===== src/rtl/mmio_uart_tx.sv =====
// Memory-mapped 8N1 UART transmitter: TX FIFO, programmable baud divisor, status/IRQ.
// Define UART_PARITY_EN to insert an even-parity bit between the data bits and the stop bit.
module mmio_uart_tx #(
    parameter int FIFO_DEPTH  = 8,
    parameter int DIV_W       = 16,
    parameter int DEFAULT_DIV = 868
) (
    input  logic        clk,
    input  logic        rst_n,
    input  logic        io_rw,
    input  logic [3:0]  io_addr,
    input  logic [31:0] io_wdata,
    output logic [31:0] io_rdata,
    output logic        uart_txd,
    output logic        tx_irq
);
    localparam int PTR_W = $clog2(FIFO_DEPTH);
    localparam int CNT_W = PTR_W + 1;
`ifdef UART_PARITY_EN
    localparam logic PARITY_EN = 1'b1;
    typedef enum logic [2:0] {IDLE, START, DATA, PARITY, STOP} state_t;
`else
    localparam logic PARITY_EN = 1'b0;
    typedef enum logic [2:0] {IDLE, START, DATA, STOP} state_t;
`endif

    state_t             state_reg, state_next;
    logic [DIV_W-1:0]   bit_cnt_reg, bit_cnt_next;
    logic [DIV_W-1:0]   bit_div_reg, bit_div_next;
    logic [2:0]         bit_idx_reg, bit_idx_next;
    logic [7:0]         data_reg, data_next;
    logic               txd_reg, txd_next;
    logic [DIV_W-1:0]   div_reg;
    logic               overflow_reg;
    logic [CNT_W-1:0]   count_reg;
    logic [PTR_W-1:0]   wr_ptr_reg, rd_ptr_reg;
    logic [7:0]         fifo_mem [FIFO_DEPTH];

    logic fifo_empty, fifo_full, pop, push_ok, bit_end;
    logic wr_txdata, wr_status, wr_div;
    logic unused_wdata;

    assign fifo_empty   = (count_reg == '0);
    assign fifo_full    = (count_reg == CNT_W'(FIFO_DEPTH));
    assign wr_txdata    = io_rw && (io_addr == 4'h0);
    assign wr_status    = io_rw && (io_addr == 4'h4);
    assign wr_div       = io_rw && (io_addr == 4'h8);
    // A push into a full FIFO still fits when the head leaves on the same edge.
    assign push_ok      = wr_txdata && (!fifo_full || pop);
    assign bit_end      = (bit_cnt_reg == '0);
    assign unused_wdata = ^io_wdata;

    assign uart_txd = txd_reg;
    assign tx_irq   = fifo_empty && (state_reg == IDLE);

    always_comb begin
        state_next   = state_reg;
        bit_cnt_next = bit_cnt_reg;
        bit_idx_next = bit_idx_reg;
        data_next    = data_reg;
        bit_div_next = bit_div_reg;
        txd_next     = txd_reg;
        pop          = 1'b0;
        case (state_reg)
            IDLE: begin
                txd_next = 1'b1;
                pop      = !fifo_empty;
            end
            START: begin
                if (bit_end) begin
                    state_next   = DATA;
                    bit_cnt_next = bit_div_reg - DIV_W'(1);
                    bit_idx_next = 3'd0;
                    txd_next     = data_reg[0];
                end else begin
                    bit_cnt_next = bit_cnt_reg - DIV_W'(1);
                end
            end
            DATA: begin
                if (bit_end) begin
                    bit_cnt_next = bit_div_reg - DIV_W'(1);
                    if (bit_idx_reg == 3'd7) begin
`ifdef UART_PARITY_EN
                        state_next = PARITY;
                        txd_next   = ^data_reg;
`else
                        state_next = STOP;
                        txd_next   = 1'b1;
`endif
                    end else begin
                        bit_idx_next = bit_idx_reg + 3'd1;
                        txd_next     = data_reg[bit_idx_reg + 3'd1];
                    end
                end else begin
                    bit_cnt_next = bit_cnt_reg - DIV_W'(1);
                end
            end
`ifdef UART_PARITY_EN
            PARITY: begin
                if (bit_end) begin
                    state_next   = STOP;
                    bit_cnt_next = bit_div_reg - DIV_W'(1);
                    txd_next     = 1'b1;
                end else begin
                    bit_cnt_next = bit_cnt_reg - DIV_W'(1);
                end
            end
`endif
            STOP: begin
                if (bit_end) begin
                    // Queued byte goes straight into the next start bit: no idle gap.
                    pop = !fifo_empty;
                    if (fifo_empty) begin
                        state_next = IDLE;
                        txd_next   = 1'b1;
                    end
                end else begin
                    bit_cnt_next = bit_cnt_reg - DIV_W'(1);
                end
            end
            default: begin
                state_next = IDLE;
                txd_next   = 1'b1;
            end
        endcase
        if (pop) begin
            state_next   = START;
            data_next    = fifo_mem[rd_ptr_reg];
            bit_div_next = div_reg;
            bit_cnt_next = div_reg - DIV_W'(1);
            txd_next     = 1'b0;
        end
    end

    always_ff @(posedge clk) begin
        if (!rst_n) begin
            state_reg <= IDLE;
        end else begin
            state_reg <= state_next;
        end
    end

    always_ff @(posedge clk) begin
        if (!rst_n) begin
            bit_cnt_reg  <= '0;
            bit_div_reg  <= DIV_W'(DEFAULT_DIV);
            bit_idx_reg  <= 3'd0;
            data_reg     <= 8'd0;
            txd_reg      <= 1'b1;
            div_reg      <= DIV_W'(DEFAULT_DIV);
            overflow_reg <= 1'b0;
            count_reg    <= '0;
            wr_ptr_reg   <= '0;
            rd_ptr_reg   <= '0;
        end else begin
            bit_cnt_reg <= bit_cnt_next;
            bit_div_reg <= bit_div_next;
            bit_idx_reg <= bit_idx_next;
            data_reg    <= data_next;
            txd_reg     <= txd_next;
            if (wr_div) begin
                div_reg <= (io_wdata[DIV_W-1:0] == '0) ? DIV_W'(1) : io_wdata[DIV_W-1:0];
            end
            if (wr_txdata && fifo_full && !pop) begin
                overflow_reg <= 1'b1;
            end else if (wr_status && io_wdata[3]) begin
                overflow_reg <= 1'b0;
            end
            if (push_ok) begin
                wr_ptr_reg <= wr_ptr_reg + PTR_W'(1);
            end
            if (pop) begin
                rd_ptr_reg <= rd_ptr_reg + PTR_W'(1);
            end
            count_reg <= count_reg + CNT_W'(push_ok) - CNT_W'(pop);
        end
    end

    always_ff @(posedge clk) begin
        if (push_ok) begin
            fifo_mem[wr_ptr_reg] <= io_wdata[7:0];
        end
    end

    always_comb begin
        io_rdata = '0;
        case (io_addr)
            4'h4: begin
                io_rdata[0]    = (state_reg != IDLE);
                io_rdata[1]    = fifo_full;
                io_rdata[2]    = fifo_empty;
                io_rdata[3]    = overflow_reg;
                io_rdata[4]    = PARITY_EN;
                io_rdata[11:8] = 4'(count_reg);
            end
            4'h8: io_rdata[DIV_W-1:0] = div_reg;
            default: io_rdata = '0;
        endcase
    end
endmodule


===== config.mk =====
export PLATFORM = sky130hd
export DESIGN_NAME = mmio_uart_tx
export DESIGN_NICKNAME = d
export VERILOG_FILES = /design/src/rtl/mmio_uart_tx.sv
export SDC_FILE = /design/constraint.sdc
export NUM_CORES = 1
export LEC_CHECK = 0
export BUFFER_PORTS_ARGS = -buffer_cell sky130_fd_sc_hd__buf_2
export CORE_ASPECT_RATIO = 1.4
export CORE_UTILIZATION = 45
export DETAILED_ROUTE_END_ITERATION = 16
export PLACE_DENSITY = 0.71
export SETUP_SLACK_MARGIN = 0.02
export SYNTH_ARGS = -nofsm -noshare
export SYNTH_HDL_FRONTEND = slang
export SYNTH_SLANG_ARGS = --single-unit

===== constraint.sdc =====
create_clock -name clk -period 3.5 [get_ports clk]
set_input_delay 0.525 -clock clk [delete_from_list [all_inputs] [get_ports clk]]
set_output_delay 0.525 -clock clk [all_outputs]
set_load 0.005 [all_outputs]

# ---- After elaboration in Yosys (flattened, before gate mapping)
# Memory sizes are Yosys's and may differ from the RTL's. A register that Yosys moved wholly into a read port is not among the register bits.
# Index checks and enable logic that the tools add are counted.
dict set report totals {
  register_bits 66
  ramBits 64
  out_inout_bits 34
  n_memories 1
}
# memory words word_bits read_ports rd_clocked_by_memory_dff wr line_no
set memory_table {}
lappend memory_table {fifo_mem 8 8 1 1 1 37} ;# logic [7:0] fifo_mem [FIFO_DEPTH];
dict set report classes {
  addsub 8
  n_lt_le_gt_ge 1
  eq_ne 20
  mux 35
  bitwise_logic 2
  reduce_logical 29
}
# op n
set op_table {}
lappend op_table {{two-way mux 16 bit} 4}
lappend op_table {{subtractor 16 x 1 -> 16 bit (second input constant)} 3}
lappend op_table {{logical NOT 16 bit} 2}
lappend op_table {{one-hot mux 16 bit (2 select lines)} 1}
lappend op_table {{two-way mux 3 bit} 9}
lappend op_table {{!= test 3 bit (second input constant)} 6}
lappend op_table {{!= test 2 bit (second input constant)} 7}
lappend op_table {{two-way mux 1 bit} 13}
lappend op_table {{one-hot mux 3 bit (4 select lines)} 1}
lappend op_table {{AND reduction 6 bit} 2}
lappend op_table {{one-hot mux 5 bit (2 select lines)} 1}
lappend op_table {{adder 3 x 1 -> 3 bit (second input constant)} 3}
lappend op_table {{== test 4 bit (second input constant)} 2}
lappend op_table {{logical AND 1 bit} 8}
lappend op_table {{logical NOT 4 bit} 2}
lappend op_table {{one-hot mux 4 bit (2 select lines)} 1}
lappend op_table {{AND reduction 4 bit} 2}
lappend op_table {{== test 3 x 2 -> 1 bit (second input constant)} 2}
lappend op_table {{one-hot mux 3 bit (2 select lines)} 1}
lappend op_table {{nonzero test 3 bit} 2}
lappend op_table {{adder 4 x 1 -> 4 bit} 1}
lappend op_table {{== test 4 x 3 -> 1 bit (second input constant)} 1}
lappend op_table {{logical NOT 1 bit} 4}
lappend op_table {{less-than comparator 3 x 4 -> 1 bit (second input constant)} 1}
lappend op_table {{13 further kinds} 16}

# ---- Longest topological paths before layout
dict set report logic_depth {
  word_depth 8
  ltp_mapped 14
}

# ---- Worst setup path before layout
# No wires, ideal clock.
dict set report synth_path {
  kind {reg-to-reg}
  start {reg bit_cnt_reg[5]}
  end {reg count_reg[2]}
  setup_ns 0.128
  t_arrival_ns 2.693
  slack_ns 0.679
  path_stages_with_launch 14
  n_path_buf 2
  period_less_slack_ns 2.821
  path_cell_list {dfxtp_1 > clkbuf_1 > nor4_1 > and4_1 > o21ai_2 > clkinv_1 > clkbuf_1 > ha_1 > inv_1 > ha_1 > inv_1 > fa_1 > xor2_1 > nor2_1}
}
dict set report synth_between {
  elab_chain_len 7
}
# element line_no
set synth_rtl {}
lappend synth_rtl {{start: declaration} 28} ;# logic [DIV_W-1:0] bit_cnt_reg, bit_cnt_next;
lappend synth_rtl {{start signal: assignment} 156} ;# bit_cnt_reg <= bit_cnt_next;
lappend synth_rtl {{logical NOT 16 bit (*)} 50} ;# assign bit_end = (bit_cnt_reg == '0);
lappend synth_rtl {{two-way mux 1 bit (*)} 110} ;# if (bit_end) begin
lappend synth_rtl {{one-hot mux 1 bit (2 select lines) (*)} 64} ;# case (state_reg)
lappend synth_rtl {{via pop} 39} ;# logic fifo_empty, fifo_full, pop, push_ok, bit_end;
lappend synth_rtl {{logical OR 1 bit} 49} ;# assign push_ok = wr_txdata && (!fifo_full || pop);
lappend synth_rtl {{logical AND 1 bit} 49}
lappend synth_rtl {{adder 4 x 1 -> 4 bit} 175} ;# count_reg <= count_reg + CNT_W'(push_ok) - CNT_W'(pop);
lappend synth_rtl {{subtractor 4 x 1 -> 4 bit (*)} 175}
lappend synth_rtl {{end signal: assignment} 175}
lappend synth_rtl {{end: declaration} 35} ;# logic [CNT_W-1:0] count_reg;
# The timed path passes the listed nets; every way through them passes the cells marked *.
# A chain may end at the register's enable or synchronous reset.

# ---- Final worst setup path
dict set report layout_path {
  start {reg bit_cnt_reg[0]}
  end {reg count_reg[2]}
}
dict set report layout_between {
  elab_chain_len 7
}
# element line_no
set layout_rtl {}
lappend layout_rtl {{logical NOT 16 bit (*)} 50}
lappend layout_rtl {{two-way mux 1 bit (*)} 110}
lappend layout_rtl {{one-hot mux 1 bit (2 select lines) (*)} 64}
lappend layout_rtl {{logical OR 1 bit} 49}
lappend layout_rtl {{logical AND 1 bit} 49}
lappend layout_rtl {{adder 4 x 1 -> 4 bit} 175}
lappend layout_rtl {{subtractor 4 x 1 -> 4 bit (*)} 175}
# Every way passes the cells marked *; elsewhere a longest branch is shown, timed or not.

==> run_results.csv <==
group,metric,value,unit
worst_setup_path,cp_data_required_time,3780,ps
route,dr.pass1.iters,5,
logic_synthesis,synthDistinctLibCells,69,
finish,final_cell_mix,"100 x nand2_1, 73 x dfxtp_1, 64 x edfxtp_1",
clock_network,numCtsBuffers,17,
worst_setup_path,rrSetupSlack,540,ps
route,ant_nets,0,
floorplanning,die-area,15800,sq um
finish,area_delta_synth_final,14.5,%
power,totalPowerFinal,6.01,mW
route,via_per_inst,5.68,
sta,setup_viol,0,
global_route,overflow,0,
logic_synthesis,yosysSeqAreaShare,0.493,
hold_path,hold_path.class,"input port to register",
clock_network,htree_levels,4,
run_status,outcome,"complete, no violations",
clock_network,root_buffer,"clkbuf_16",
worst_setup_path,cp-startpoint,"bit_cnt_reg[0]",
power,power_density,764,nW/um^2
clock_network,clkLatencyLatePin,420,ps
sta,period_share,0.847,
route,highest_layer,"met4",
sta,setup_tns,0,ps
sta,fin_skew,11.0,ps
global_route,grt_pass1_wl,26900,um
floorplanning,die_x,106,um
finish,top_register,"fifo_mem",
power,clkPwrFrac,0.295,
route,via_count,5271,
floorplanning,die_h,148,um
power,power_switching,2.31,mW
worst_setup_path,reg2reg_from,"bit_cnt_reg[0]",
finish,fin_nets,780,
clock_network,clk_path_buf_depth,2,
placed_design,hpwlAfterDp,11800,um
power,power_frac_comb,0.359,
clock_network,post-cts-setup-buffers,0,
route,wirelength,16500,um
route,wl_met1,6610,um
finish,final_area,7860,sq um
logic_synthesis,ys.flop_type,"dfxtp_1",
clock_network,cts_resized,0,
clock_network,cts_tree,"done",
route,met2_length,8730,um
worst_setup_path,worstPathArrival,3240,ps
power,leakagePower,2.82,nW
clock_network,hold_buffers,0,
clock_network,path_clk_slew,70,ps
logic_synthesis,synth_area,6860,sq um
sta,worst_pin_slew,844,ps
clock_network,clock_sinks,137,
route,post_drt_wl_per_cell,17.8,um
floorplanning,ios,73,
worst_setup_path,r2r_end,"count_reg[2]",
placed_design,placed_cell_area,7260,sq um
floorplanning,coreArea,15000,sq um
placed_design,place.gp.congestion,0.921,
finish,largest_register_ffs,64,
global_route,grt_start_max_net_pins,52,
sta,max_freq,0.337,GHz
worst_setup_path,critical_path_class,"register to register",
sta,slew_headroom,0.436,
route,drt_iter0_drc,338,
logic_synthesis,yosys_register_bits,137,
floorplanning,start_util,0.458,
route,wl_met3,777,um
logic_synthesis,netlist_instances,678,
run,maxCapViolations,0,
sta,fin_crit,2960,ps
route,drc,0,
power,peakVddDrop,0.453,mV
global_route,first_global_vias,5238,
sta,slew_violations,0,
worst_setup_path,critPathCapture,"count_reg[2]",
worst_setup_path,crit_fanout,7,
worst_setup_path,startpoint_type,"register",
finish,drive_above_1_share,0.177,
logic_synthesis,ys_async_sr_fraction,0,
finish,multi_input_area,3200,sq um
global_route,track_usage,0.222,
finish,layout_commonest_cell,"nand2_1",
finish,n_antenna_cell,0,
sta,grt_setup_unrepaired,"false",
power,sequentialPowerShare,0.345,
worst_setup_path,crit_path_end_kind,"register",
sta,hold_viol,0,
finish,fillerInstances,1333,
logic_synthesis,postSynthAreaPerCell,10.1,sq um
logic_synthesis,synth-edff-count,64,
power,p_sw_frac,0.385,
floorplanning,std_cell_rows,53,
logic_synthesis,synth.yosys.warnings,0,
global_route,antenna_found_initial,0,
placed_design,io_buffers,40,
finish,regArea,3380,sq um
worst_setup_path,r2r_cells,14,
power,internal-power,3.69,mW
## power by group through the flow
stage | combinational, mW | sequential (mW) | clock [mW]
6_report | 2.16 | 2.07 | 1.77
2_1_floorplan | 1.67 | 2.00 | 0
3_5_place_dp | 2.13 | 2.11 | 0
4_1_cts | 2.15 | 2.07 | 1.80
3_3_place_gp | 2.09 | 2.10 | 0
5_1_grt | 2.40 | 2.10 | 1.87
## how the worst min path moves through the flow
stage	start	end	slack (ps)	cells past startpoint
3_3_place_gp	bit_div_reg[15]	bit_div_reg[15]	460	2
3_5_place_dp	bit_div_reg[15]	bit_div_reg[15]	470	2
2_1_floorplan	bit_div_reg[15]	bit_div_reg[15]	450	2
4_1_cts	io_wdata[8]	div_reg[8]	340	3
6_report	io_wdata[8]	div_reg[8]	350	3
5_1_grt	io_wdata[14]	div_reg[14]	350	3
## logic make-up after synthesis
kind of cell | after synthesis | share of synthesized area
buffers and inverters | 71 | 0.0505
DFF | 137 | 0.493
xor gates and xnor gates | 35 | 0.0447
adders and majority gates | 18 | 0.0339
and+or+nand+nor | 265 | 0.189
other | 1 | 0.000546
AOI/OAI and AO/OA | 119 | 0.109
muxes | 32 | 0.0797
## metal layers
metal | vias to the layer above | track usage
li1 | 2508 | -
met1 | 2551 | 0.264
met2 | 183 | 0.393
met3 | 29 | 0.0359
met4 | 0 | 0.0979
met5 | - | 0
## cell usage after synthesis (13+ instances only)
| cell | n | area share |
|---|---|---|
| xor2_1 | 16 | 0.020 |
| clkbuf_1 | 23 | 0.013 |
| mux2i_1 | 13 | 0.019 |
| inv_1 | 19 | 0.010 |
| mux4_2 | 18 | 0.059 |
| buf_4 | 17 | 0.019 |
| nor2_1 | 59 | 0.032 |
| o21ai_0 | 18 | 0.013 |
| nand3_1 | 28 | 0.020 |
| edfxtp_1 | 64 | 0.28 |
| xnor2_1 | 19 | 0.024 |
| a211oi_1 | 13 | 0.014 |
| and2_1 | 13 | 0.012 |
| dfxtp_1 | 73 | 0.21 |
| ha_1 | 17 | 0.031 |
| a21oi_1 | 49 | 0.036 |
| nand2_1 | 100 | 0.055 |
## critical path: stages (launching register included)
cell and delay (ps):
dfxtp_1 370, inv_1 90, ha_1 250, nor4bb_1 140
and4_1 260, o21ai_2 230, buf_4 210, clkinv_1 110
ha_1 300, inv_1 60, ha_1 150, inv_1 60
fa_1 380, xor2_1 170, nor2_1 50
## area by class of cell
type                            count  share of cell area
Timing Repair Buffer               61              0.0455
Clock buffer                       17              0.0541
Multi-Input combinational cell    485               0.407
Clock inverter                     15              0.0226
Sequential cell                   137               0.430
Inverter                           21              0.0100
Tap cell                          192              0.0306
## stage by stage
| step | std cells | hold WS [ps] | worst slack, ps | utilization |
|---|---|---|---|---|
| 2_1_floorplan | 693 | 446 | 679 | - |
| 3_3_place_gp | 896 | 460 | 627 | 0.484 |
| 3_5_place_dp | 896 | 471 | 569 | 0.484 |
| 4_1_cts | 928 | 339 | 561 | 0.524 |
| 5_1_grt | 928 | 353 | 333 | 0.524 |
| 6_report | 928 | 355 | 536 | 0.524 |
Note: power is estimated with default switching activity, not from simulation.
